===== src/rtl/code_buffer.sv =====
// Keypad code datapath: captures digit presses during an entry window and
// compares them against the programming code, the live user code or a pending candidate.
module code_buffer #(
    parameter int                     MAX_LEN        = 8,
    parameter int                     MIN_LEN        = 4,
    parameter int                     PC_LEN         = 6,
    parameter logic [MAX_LEN*4-1:0]   PC_CODE        = 32'h0065_4321,
    parameter logic [MAX_LEN*4-1:0]   UC_DEFAULT     = 32'h0000_4321,
    parameter int                     UC_DEFAULT_LEN = 4
) (
    input  logic       hwclk,
    input  logic       reset,
    input  logic [3:0] button,
    input  logic       bstate,
    input  logic       read_input,
    input  logic       store,
    input  logic [1:0] compareType,
    output logic       correct_input,
    output logic       validLength,
    output logic       validLengthPC,
    output logic       data_ready,
    output logic [3:0] entry_len
);

    localparam int         W         = MAX_LEN * 4;
    localparam logic [3:0] MAX_LEN4  = 4'(MAX_LEN);
    localparam logic [3:0] MIN_LEN4  = 4'(MIN_LEN);
    localparam logic [3:0] PC_LEN4   = 4'(PC_LEN);
    localparam logic [3:0] UC_LEN4   = 4'(UC_DEFAULT_LEN);

    typedef enum logic [1:0] {
        COMPAREPC = 2'b00,
        COMPAREUC = 2'b01,
        MATCHUC   = 2'b10,
        STOREUC   = 2'b11
    } cmp_type_e;

    cmp_type_e      cmpType;
    logic           press;
    logic           readRise;

    logic           prevBstate_q, readInPrev_q, dataReady_q;
    logic [W-1:0]   entry_q, entry_d;
    logic [3:0]     entryLen_q, entryLen_d;
    logic           ovf_q, ovf_d;
    logic [W-1:0]   cand_q, cand_d;
    logic [3:0]     candLen_q, candLen_d;
    logic           candOvf_q, candOvf_d;
    logic [W-1:0]   uc_q, uc_d;
    logic [3:0]     ucLen_q, ucLen_d;

    assign cmpType  = cmp_type_e'(compareType);
    assign press    = prevBstate_q & ~bstate;
    assign readRise = read_input & ~readInPrev_q;

    // Opening a new entry window takes priority over any press in the same cycle.
    always_comb begin
        entry_d    = entry_q;
        entryLen_d = entryLen_q;
        ovf_d      = ovf_q;
        cand_d     = cand_q;
        candLen_d  = candLen_q;
        candOvf_d  = candOvf_q;
        uc_d       = uc_q;
        ucLen_d    = ucLen_q;

        if (readRise) begin
            entry_d    = '0;
            entryLen_d = '0;
            ovf_d      = 1'b0;
        end else if (press && read_input) begin
            if (button <= 4'd6) begin
                if (entryLen_q < MAX_LEN4) begin
                    for (int i = 0; i < MAX_LEN; i++) begin
                        if (entryLen_q == 4'(i)) begin
                            entry_d[i*4 +: 4] = button;
                        end
                    end
                    entryLen_d = entryLen_q + 4'd1;
                end else begin
                    ovf_d = 1'b1;
                end
            end else if (button == 4'd8 && cmpType == STOREUC) begin
                cand_d     = entry_q;
                candLen_d  = entryLen_q;
                candOvf_d  = ovf_q;
                entry_d    = '0;
                entryLen_d = '0;
                ovf_d      = 1'b0;
            end
        end

        if (store && !candOvf_q && candLen_q >= MIN_LEN4) begin
            uc_d    = cand_q;
            ucLen_d = candLen_q;
        end
    end

    always_ff @(posedge hwclk or posedge reset) begin
        if (reset) begin
            prevBstate_q <= 1'b0;
            readInPrev_q <= 1'b0;
            dataReady_q  <= 1'b0;
            entry_q      <= '0;
            entryLen_q   <= '0;
            ovf_q        <= 1'b0;
            cand_q       <= '0;
            candLen_q    <= '0;
            candOvf_q    <= 1'b1;
            uc_q         <= UC_DEFAULT;
            ucLen_q      <= UC_LEN4;
        end else begin
            prevBstate_q <= bstate;
            readInPrev_q <= read_input;
            dataReady_q  <= ~read_input;
            entry_q      <= entry_d;
            entryLen_q   <= entryLen_d;
            ovf_q        <= ovf_d;
            cand_q       <= cand_d;
            candLen_q    <= candLen_d;
            candOvf_q    <= candOvf_d;
            uc_q         <= uc_d;
            ucLen_q      <= ucLen_d;
        end
    end

    // Full-vector equality is safe because unused digit slots are always zero.
    always_comb begin
        correct_input = 1'b0;
        unique case (cmpType)
            COMPAREPC: correct_input = (entry_q == PC_CODE) && (entryLen_q == PC_LEN4) && !ovf_q;
            COMPAREUC: correct_input = (entry_q == uc_q) && (entryLen_q == ucLen_q) && !ovf_q;
            MATCHUC:   correct_input = (entry_q == cand_q) && (entryLen_q == candLen_q) && !ovf_q
                                       && !candOvf_q && (candLen_q >= MIN_LEN4);
            STOREUC:   correct_input = 1'b0;
            default:   correct_input = 1'b0;
        endcase
    end

    assign validLength   = !ovf_q && (entryLen_q >= MIN_LEN4) && (entryLen_q <= MAX_LEN4);
    assign validLengthPC = !ovf_q && (entryLen_q == PC_LEN4);
    assign data_ready    = dataReady_q;
    assign entry_len     = entryLen_q;

endmodule


===== config.mk =====
export PLATFORM = sky130hd
export DESIGN_NAME = code_buffer
export DESIGN_NICKNAME = d
export VERILOG_FILES = /design/src/rtl/code_buffer.sv
export SDC_FILE = /design/constraint.sdc
export NUM_CORES = 1
export LEC_CHECK = 0
export BUFFER_PORTS_ARGS = -buffer_cell sky130_fd_sc_hd__buf_2
export CELL_PAD_IN_SITES_DETAIL_PLACEMENT = 1
export CELL_PAD_IN_SITES_GLOBAL_PLACEMENT = 1
export CORE_ASPECT_RATIO = 0.6
export CORE_MARGIN = 2
export CORE_UTILIZATION = 40
export DETAILED_ROUTE_END_ITERATION = 6
export PLACE_DENSITY = 0.65
export SYNTH_ARGS = -nofsm -noshare
export SYNTH_HDL_FRONTEND = slang
export SYNTH_SLANG_ARGS = --single-unit
export TNS_END_PERCENT = 1

===== constraint.sdc =====
create_clock -name hwclk -period 9.6 [get_ports hwclk]
set_input_delay 1.92 -clock hwclk [delete_from_list [all_inputs] [get_ports hwclk]]
set_output_delay 1.92 -clock hwclk [all_outputs]
set_load 0.01 [all_outputs]

==> results of run 1 <==
-- kinds of logic after synthesis --
kind of cell,count (synthesis)
fa+ha+maj,4
compound gates,19
xor+xnor,71
mux,97
buf+inv,21
flops,113
simple gates,118
-- state kept, by name, summed over array words and instances, names as in the netlist --
signal,flops
prevBstate_q,1
data_ready,1
candOvf_q,1
entry_len,4
entry_q,32
readInPrev_q,1
ucLen_q,4
candLen_q,4
cand_q,32
ovf_q,1
uc_q,32
-- metrics by stage --
stage | worst slack [ns] | instances
after detailed placement | 4.49 | 644
after global routing | 4.29 | 676
after global placement | 4.52 | 644
final | 4.49 | 676
after floorplan | 4.70 | 443
after CTS | 4.49 | 676
-- cell type report --
class / count / area share [%]
Clock inverter: 11 / 1.71
Timing Repair Buffer: 21 / 1.75
Multi-Input combinational cell: 309 / 40.6
Sequential cell: 113 / 44.1
Clock buffer: 21 / 7.48
Tap cell: 192 / 3.74
Inverter: 9 / 0.565
-- power by group through the flow --
stage | logic [W] | clock network [W] | registers, W
after floorplan | 0.0000417 | 0 | 0.000498
after global placement | 0.0000653 | 0 | 0.000501
after detailed placement | 0.0000662 | 0 | 0.000502
after CTS | 0.0000667 | 0.000637 | 0.000494
after global routing | 0.0000740 | 0.000665 | 0.000494
final | 0.0000659 | 0.000626 | 0.000494
-- worst max-delay path: cells and delay by family --
kind | cells | cell delay (ns)
simple gates | 3 | 0.87
compound gates | 1 | 0.09
buf+inv | 2 | 0.32
-- metal layers --
layer	track usage, %	vias to the layer above	wire, µm
li1	-	1597	-
met4	5.89	0	194
met2	30.6	43	5980
met5	0	-	0
met1	31.1	1821	7610
met3	5.91	17	483
-- synth_stat cells (all sizes together) (4+ instances only) --
| cell | instances | share of area (%) |
|---|---|---|
| inv | 9 | 0.60 |
| a21oi | 9 | 0.87 |
| dfstp | 7 | 3.3 |
| mux2 | 73 | 17 |
| mux2i | 24 | 4.3 |
| dfrtp | 106 | 47 |
| nor2 | 25 | 2.5 |
| ha | 4 | 0.90 |
| xnor2 | 28 | 4.4 |
| xor2 | 43 | 6.7 |
| nand4 | 13 | 1.5 |
| nand2 | 45 | 3.2 |
| buf | 9 | 1.8 |
| nor4 | 17 | 1.9 |
| o21ai | 4 | 0.43 |
-- path summary, 6_finish.rpt --
check / startpoint / to / cells after the start
worst max-delay path: compareType[0] / correct_input / 6
worst min-delay path: uc_q[22] / uc_q[22] / 1
worst max register to register: prevBstate_q / cand_q[25] / 4
worst min register to register: uc_q[22] / uc_q[22] / 1
max in group asynchronous: reset / entry_q[29] / 3
min in group asynchronous: reset / cand_q[20] / 2
==> metrics.md, run 1 <==
| Metric | Value |
|---|---|
| Status | `complete, no violations` |
| Power density over the cells | `185 nW/µm²` |
| Full die area | `15000 µm²` |
| Combinational fraction of design power | `5.6%` |
| Cts hold-fix bufs | `0` |
| First-pass GRT wire length | `23000 µm` |
| Layout cell share with drive strength beyond 1 | `30.4%` |
| CTS Buf Count | `17` |
| HPWL after DPL | `9810 µm` |
| DRC | `0` |
| Min Tclk post-route | `5.11 ns` |
| Initial Util | `40.9%` |
| CP cell instances | `buf_2, nor4b_1, nand4_1, or4_1, o311ai_0, buf_2` |
| RSZ-0062 raised after global routing | `no` |
| Post-synthesis compound-gate area fraction | `2.13%` |
| Ys flop type | `dfrtp_1` |
| Switching power | `0.000276 W` |
| Most common library cell in the layout ignoring fill and taps | `dfrtp_1` |
| Core Area | `13700 µm²` |
| Routed WL | `14300 µm` |
| Buffer depth of the longest clock path | `2` |
| Die Wd | `157 µm` |
| Async S/R FF share, synth | `100%` |
| Final Hold Fails | `0` |
| Post-Syn Nets | `458` |
| WS Path Type | `input pin to output pin` |
| Max incr delay on CP | `0.51 ns` |
| Crit path arrival time | `3.19 ns` |
| Clock power frac | `52.8%` |
| Die Y | `95.6 µm` |
| Area growth from synthesis to layout | `15.0%` |
| Synth Instances | `443` |
| Most frequent cells in the layout | `dfrtp_1 (106), nand2_1 (44), mux2_2 (43), xor2_1 (43), mux2_4 (30)` |
| Area of the multi-input gates | `2610 µm²` |
| Avg Cell Area, Syn | `12.6 µm²` |
| Syn. warnings | `0` |
| Clk sinks | `113` |
| Max FO, Critical Path | `4` |
| Fillers | `1411` |
| Slowest cell on the critical path | `or4_1` |
| Seq/Total Area, Yosys | `50.7%` |
| PostCTS Resize Cnt | `0` |
| Setup Skew | `0.00705 ns` |
| TNS Setup | `0 ns` |
| Drt first pass iters | `4` |
| Nets | `486` |
| Placer Congestion | `0.778` |
| Int Power | `0.000910 W` |
| Maximum vdd ir drop | `0.0844 mV` |
| Sequential power share | `41.6%` |
| Largest net degree at the start of global routing | `66` |
| # H-tree levels | `4` |
| Area after DPL | `5830 µm²` |
| Flops & latches, synth | `113` |
| Antenna violation net count after detailed routing | `0` |
| Worst hold slack | `0.526 ns` |
| Via-to-Cell Ratio | `5.14` |
| Relative slew slack | `36.2%` |
| Tot GR Track Use | `21.2%` |
| Wire per inst | `21.1 µm` |
| Max-cap viol count | `0` |
| Leak | `3.20 nW` |
| CTS tree | `done` |
| Clk root buf | `clkbuf_16` |
| Gr ovfl total | `0` |
| XOR/XNOR share of the synthesized area | `11.1%` |
| Main combinational cell family by area after synthesis | `multiplexers` |
| Final core occ | `47.0%` |
| # Post-CTS Setup Buffers | `0` |
| Io pins | `19` |
| Most common cell on crit path | `buf_2` |
| # diodes | `0` |
| R2r setup slk | `7.49 ns` |
| Vias | `3478` |
| F_max | `0.196 GHz` |
| Net Sw Frac | `23.3%` |
| Starting DRC count in detailed routing | `221` |
| Core Rows | `33` |
| Post-synthesis cell type count | `41` |
| Setup Viol. Count Final | `0` |
| Seq. cell area | `2840 µm²` |
| Total power | `0.00119 W` |
| Post-synth EDFFs | `0` |
| Final period util | `53.2%` |
| Clock slew at reported path FFs | `0.05 ns` |
| Final std cell area, no fill | `6420 µm²` |
| Vias in the first global route | `3821` |
| Initial antenna violation count | `0` |
| Post-Syn Area | `5590 µm²` |
| CP required | `7.68 ns` |
| Worst slew pin tran | `0.957 ns` |
| Adder-Cell Fraction of Synth Area | `0.895%` |
| Setup crit start kind | `input pin` |
| Post-Synth Simple-Gate Area | `11.4%` |
| Clock latency on the worst-skew pair | `0.41 ns` |
| CP Capture Type | `output pin` |
| Port Buffers | `18` |
| Mux contribution to synthesized area | `21.0%` |
| Final number of max-transition violations | `0` |
| HP Class | `register to register` |
Power figures use the tool's default switching activity.
==> inputs of run 2 (changes only) <==
Settings changed: ABC_AREA from default to 1, PLACE_DENSITY 0.65 to 0.69.
Clock period 9.6 ns to 5.3 ns, I/O delays scaled along.
==> metrics.md, run 2 <==
| Metric | Value |
|---|---|
| F_max | `0.307 GHz` |
| Crit path capture | `correct_input` |
| Count leader, synth | `nand2_1` |
| Top delay family on crit path | `simple AND/OR/NAND/NOR gates` |
| Slowest cell on the critical path | `dfrtp_1` |
| Share of Yosys cell area claimed by the top area cell type | `47.4%` |
| Pre-CTS setup slack | `2.18 ns` |
| Clock slew at reported path FFs | `0.06 ns` |
| Final number of max-transition violations | `0` |
| Min Tclk post-route | `3.25 ns` |
| Placer Congestion | `0.872` |
| Wire per inst | `18.0 µm` |
| Layout cell share with drive strength beyond 1 | `13.0%` |
| Initial antenna violation count | `0` |
| Status | `complete, no violations` |
| CP cell instances | `inv_1, ha_1, inv_1, nor2_4, nand2_1, nor3_1, nand3_1, nand2_1, nor2_1, nor2_1, buf_2` |
| CP Capture Type | `output pin` |
| HPWL after DPL | `11600 µm` |
| Largest regs | `cand_q (32), entry_q (32), uc_q (32)` |
| Die Y | `95.7 µm` |
| Ys flop type | `dfrtp_1` |
| Buffer depth of the longest clock path | `2` |
| Most common library cell in the layout ignoring fill and taps | `nand2_1` |
| PostCTS Resize Cnt | `0` |
| # diodes | `0` |
| Relative slew slack | `37.3%` |
| Post-synthesis cell type count | `33` |
| Setup crit start kind | `register` |
| Die Wd | `157 µm` |
| Final Hold Fails | `0` |
| R2R cell count | `5` |
| Port Buffers | `18` |
| Cts hold-fix bufs | `0` |
| # H-tree levels | `4` |
| Starting DRC count in detailed routing | `284` |
| Synth Instances | `688` |
| Tot GR Track Use | `24.7%` |
| CTS Buf Count | `17` |
| Sequential power share | `39.9%` |
| CTS tree | `done` |
| Avg Cell Area, Syn | `8.14 µm²` |
| Combinational fraction of design power | `15.1%` |
| Antenna violation net count after detailed routing | `0` |
| Io pins | `19` |
| Drt first pass iters | `5` |
| WS Path Type | `register to output pin` |
| Metal-1 WL | `8550 µm` |
| Crit path buf inv count | `3` |
| Via-to-Cell Ratio | `5.05` |
| Top post-synthesis cells by area | `dfrtp_1 (47%), nand2_1 (14%), o21ai_0 (9.1%)` |
| Max incr delay on CP | `0.48 ns` |
| Routed WL | `16500 µm` |
| Maximum vdd ir drop | `0.210 mV` |
| Area growth from synthesis to layout | `14.8%` |
| Final period util | `61.4%` |
| Final core occ | `47.1%` |
| Flops & latches, synth | `113` |
| Final WS setup | `2.05 ns` |
| Largest net degree at the start of global routing | `75` |
| # Post-CTS Setup Buffers | `0` |
| Switching power | `0.000745 W` |
| Clock latency on the worst-skew pair | `0.42 ns` |
| Post-synth top cells | `nand2_1 (209), dfrtp_1 (106), o21ai_0 (102), inv_1 (84), nor2_1 (48)` |
| WL met3 | `702 µm` |
| Max-cap viol count | `0` |
| CP Depth | `11` |
| Syn. warnings | `0` |
| Net Sw Frac | `30.1%` |
| Gr ovfl total | `0` |
| Leak | `2.98 nW` |
| Core Area | `13700 µm²` |
| Most frequent cells in the layout | `nand2_1 (208), dfrtp_1 (106), o21ai_0 (102)` |
| Post-Syn Nets | `703` |
| Crit path arrival time | `2.19 ns` |
| Setup Skew | `0.0107 ns` |
| Nets | `727` |
| Clk root buf | `clkbuf_16` |
| FF-to-FF End | `uc_q[28]` |
| Power density over the cells | `385 nW/µm²` |
| Seq/Total Area, Yosys | `50.6%` |
| Post-synth EDFFs | `0` |
| Vias | `4628` |
| Crit Reg-Reg Startpoint | `candLen_q[3]` |
| HP Class | `register to register` |
| Setup Viol. Count Final | `0` |
| Max FO, Critical Path | `7` |
| First-pass GRT wire length | `27000 µm` |
| Met2 Routed Length | `6990 µm` |
| RSZ-0062 raised after global routing | `no` |
| Critical Path Start | `entry_len[0]` |
| Worst slew pin tran | `0.940 ns` |
| Core Rows | `33` |
| Async S/R FF share, synth | `100%` |
| Clk sinks | `113` |
| CP required | `4.24 ns` |
| Clock power frac | `45.1%` |
| Full die area | `15000 µm²` |
| Vias in the first global route | `4791` |
| Int Power | `0.00173 W` |
| Top routing layer used | `met4` |
| DRC | `0` |
| Post-Syn Area | `5600 µm²` |
| Post-synth top area cell | `dfrtp_1` |
| R2r setup slk | `3.07 ns` |
| TNS Setup | `0 ns` |
| Total power | `0.00248 W` |
| Initial Util | `41.0%` |
## run 2: cell types whose count changed after synthesis, sizes merged, moves of 3 or more
cell,delta
a21oi,+4
clkbuf,+4
inv,+79
mux2,-68
mux2i,-24
nand2,+176
nand3,+14
nor2,+28
nor4,-17
nor4bb,-3
o21ai,+105
xnor2,-8
xor2,-35
## run 2: cells by family (layout without fill, tap and decap cells)
kind of cell | count (synthesis) | in the layout | share of synthesized area, %
fa+ha+maj | 4 | 4 | 0.894
flops | 113 | 113 | 50.6
xor+xnor | 28 | 28 | 4.38
mux | 5 | 5 | 1.01
buf+inv | 104 | 141 | 7.60
compound gates | 125 | 125 | 12.3
simple gates | 309 | 309 | 23.2
## run 2: worst min path at each step
stage | slack, ns | from | cells after the start | end
after global routing | 0.53 | uc_q[14] | 2 | uc_q[14]
after CTS | 0.49 | uc_q[19] | 2 | uc_q[19]
after global placement | 0.47 | uc_q[19] | 2 | uc_q[19]
after floorplan | 0.45 | uc_q[19] | 2 | uc_q[19]
after detailed placement | 0.48 | uc_q[19] | 2 | uc_q[19]
final | 0.48 | uc_q[19] | 2 | uc_q[19]
## run 2: through the flow
step                cell area, µm²  std cells  hold slack (ns)
CTS                           6430        917            0.490
detailed placement            5870        885            0.477
finish                        6430        917            0.482
global placement              5870        885            0.471
global route                  6430        917            0.528
floorplan                     5600        688            0.453
## run 2: power by group through the flow
stage / sequential [W] / clock, W / combinational, W
2_1_floorplan: 0.000981 / 0 / 0.000242
3_3_place_gp: 0.000997 / 0 / 0.000360
3_5_place_dp: 0.00100 / 0 / 0.000368
4_1_cts: 0.000986 / 0.00113 / 0.000373
5_1_grt: 0.000995 / 0.00118 / 0.000419
6_report: 0.000987 / 0.00112 / 0.000373
## run 2: final cells by class
| type | instances | area (µm²) |
|---|---|---|
| Fill cell | 1647 | 7240 |
| Clock inverter | 12 | 116 |
| Multi-Input combinational cell | 471 | 2340 |
| Clock buffer | 20 | 447 |
| Timing Repair Buffer | 21 | 113 |
| Tap cell | 192 | 240 |
| Inverter | 88 | 338 |
| Sequential cell | 113 | 2840 |
## run 2: per-layer routing
metal / track usage [%] / up-vias
li1: - / 2222
met1: 35.8 / 2318
met2: 36.7 / 70
met3: 5.00 / 18
met4: 8.72 / 0
met5: 0 / -
## run 2: worst reg2reg max path, cell delays in order (launching register included)
cell,delay (ns)
dfrtp_1,0.42
nor2_1,0.21
nor2_1,0.10
nand2_2,0.49
buf_4,0.47
mux2_2,0.41
==> inputs of run 3 (changes only) <==
Settings changed: PLACE_DENSITY 0.69 to 0.72.
Clock period 5.3 ns to 2.8 ns, I/O delays scaled along.
==> metrics.md, run 3 (same netlist as run 2, synthesis figures left out) <==
| Metric | Value |
|---|---|
| Status | `complete, no violations` |
| Clk sinks | `113` |
| Core Rows | `33` |
| Most common library cell in the layout ignoring fill and taps | `nand2_1` |
| F_max | `0.375 GHz` |
| Power density over the cells | `721 nW/µm²` |
| Full die area | `15000 µm²` |
| RSZ-0062 raised after global routing | `no` |
| Final Hold Fails | `0` |
| Leak | `2.98 nW` |
| DRC | `0` |
| Total power | `0.00468 W` |
| Most frequent cells in the layout | `nand2_1 (208), o21ai_0 (102), dfrtp_1 (100)` |
| Crit path arrival time | `2.11 ns` |
| Max FO, Critical Path | `4` |
| Final core occ | `47.6%` |
| Initial Util | `41.0%` |
| Wire per inst | `17.9 µm` |
| Largest net degree at the start of global routing | `114` |
| First-pass GRT wire length | `26800 µm` |
| Starting DRC count in detailed routing | `270` |
| # H-tree levels | `4` |
| Routed WL | `16500 µm` |
| Max incr delay on CP | `0.43 ns` |
| Port Buffers | `18` |
| Final WS setup | `0.134 ns` |
| Worst slew pin tran | `0.792 ns` |
| Final number of max-transition violations | `0` |
| Final period util | `95.2%` |
| CTS Buf Count | `17` |
| Setup Skew | `0.0144 ns` |
| Maximum vdd ir drop | `0.414 mV` |
| Area growth from synthesis to layout | `16.1%` |
| Most common cell on crit path | `nor2_1` |
| Layout cell share with drive strength beyond 1 | `14.6%` |
| Cts hold-fix bufs | `0` |
| Largest regs | `cand_q (32), entry_q (32), uc_q (32)` |
| HP Class | `input pin to register` |
| Setup crit start kind | `register` |
| Placer Congestion | `0.839` |
| Core Area | `13700 µm²` |
| Min Tclk post-route | `2.67 ns` |
| Worst hold slack | `0.271 ns` |
| Max-cap viol count | `0` |
| Io pins | `19` |
| Crit path buf inv count | `1` |
| Clock latency on the worst-skew pair | `0.42 ns` |
| CTS tree | `done` |
| Drt first pass iters | `5` |
| Die Wd | `157 µm` |
| Clk root buf | `clkbuf_16` |
| Vias | `4636` |
| Top delay family on crit path | `simple AND/OR/NAND/NOR gates` |
| WS Path Type | `register to output pin` |
| Initial antenna violation count | `0` |
| Die Y | `95.7 µm` |
| Pre-CTS setup slack | `0.496 ns` |
| Clock slew at reported path FFs | `0.06 ns` |
| Vias in the first global route | `4793` |
| Setup Viol. Count Final | `0` |
| CP Capture Type | `output pin` |
| Relative slew slack | `47.0%` |
| HPWL after DPL | `11700 µm` |
| Slowest cell on the critical path | `xnor2_1` |
| Nets | `729` |
| Tot GR Track Use | `24.2%` |
| Antenna violation net count after detailed routing | `0` |
| Via-to-Cell Ratio | `5.04` |
| # diodes | `0` |
| CP required | `2.24 ns` |
| Buffer depth of the longest clock path | `2` |
| TNS Setup | `0 ns` |
| Gr ovfl total | `0` |
| CP cell instances | `xnor2_1, nand4_1, nor2_1, nand2_1, nor2_1, nor2_1, nor2_1, buf_2` |
[run 3: cell types whose count changed in the layout (fill, tap and decap cells not counted), sizes merged]
cell      change
buf           +2
bufinv        -1
clkbuf        -1
clkinv        -3
clkinvlp      +4
inv           +1
[run 3: layer usage]
metal  GRT usage (%)  vias to the layer above  routed length, µm
met5               0                        -                  0
met4            6.42                        0                193
met3            4.77                       18                615
met2            35.2                       72               6950
met1            36.5                     2314               8700
li1                -                     2232                  -
[run 3: through the flow]
step           std cells  cell area, µm²
2_1_floorplan        688            5600
5_1_grt              919            6500
3_3_place_gp         886            5900
4_1_cts              918            6480
3_5_place_dp         886            5900
6_report             919            6500
[run 3: worst reg2reg max path, stage by stage, from the launching register on]
cell	delay, ns
dfrtp_1	0.43
nor2_1	0.17
nor2_1	0.08
nand2_2	0.59
buf_4	0.35
nor2_1	0.06
a21oi_1	0.12
[run 3: worst paths after layout]
| path | startpoint | cells past startpoint | to | slack [ns] |
|---|---|---|---|---|
| worst max register to register | candLen_q[3] | 6 | uc_q[16] | 0.93 |
| min in group asynchronous | reset | 3 | cand_q[15] | 0.29 |
| max in group asynchronous | reset | 3 | entry_q[29] | 1.93 |
| worst min register to register | uc_q[19] | 2 | uc_q[19] | 0.50 |
| worst max-delay path | entry_q[10] | 8 | correct_input | 0.13 |
| worst min-delay path | read_input | 1 | readInPrev_q | 0.27 |
[run 3: where the power goes]
group / internal [W] / leakage (nW) / switching [W]
clock network: 0.00128 / 0.272 / 0.000831
registers: 0.00174 / 1.50 / 0.000129
logic: 0.000228 / 1.21 / 0.000476
[run 3: area by class of cell]
class	count	area, µm²
well taps	192	240
fillers	1643	7170
multi-input cells	471	2340
clock buffers	19	453
inverters	88	339
clock inverters	13	130
flip-flops and latches	113	2840
repair buffers	23	153
[run 3: what timing repair did]
item	4_1_cts	5_1_grt
endpoints found under the hold margin	0	0
gates resized for setup	0	8
buffers inserted	0	1
setup endpoints to repair	0	1
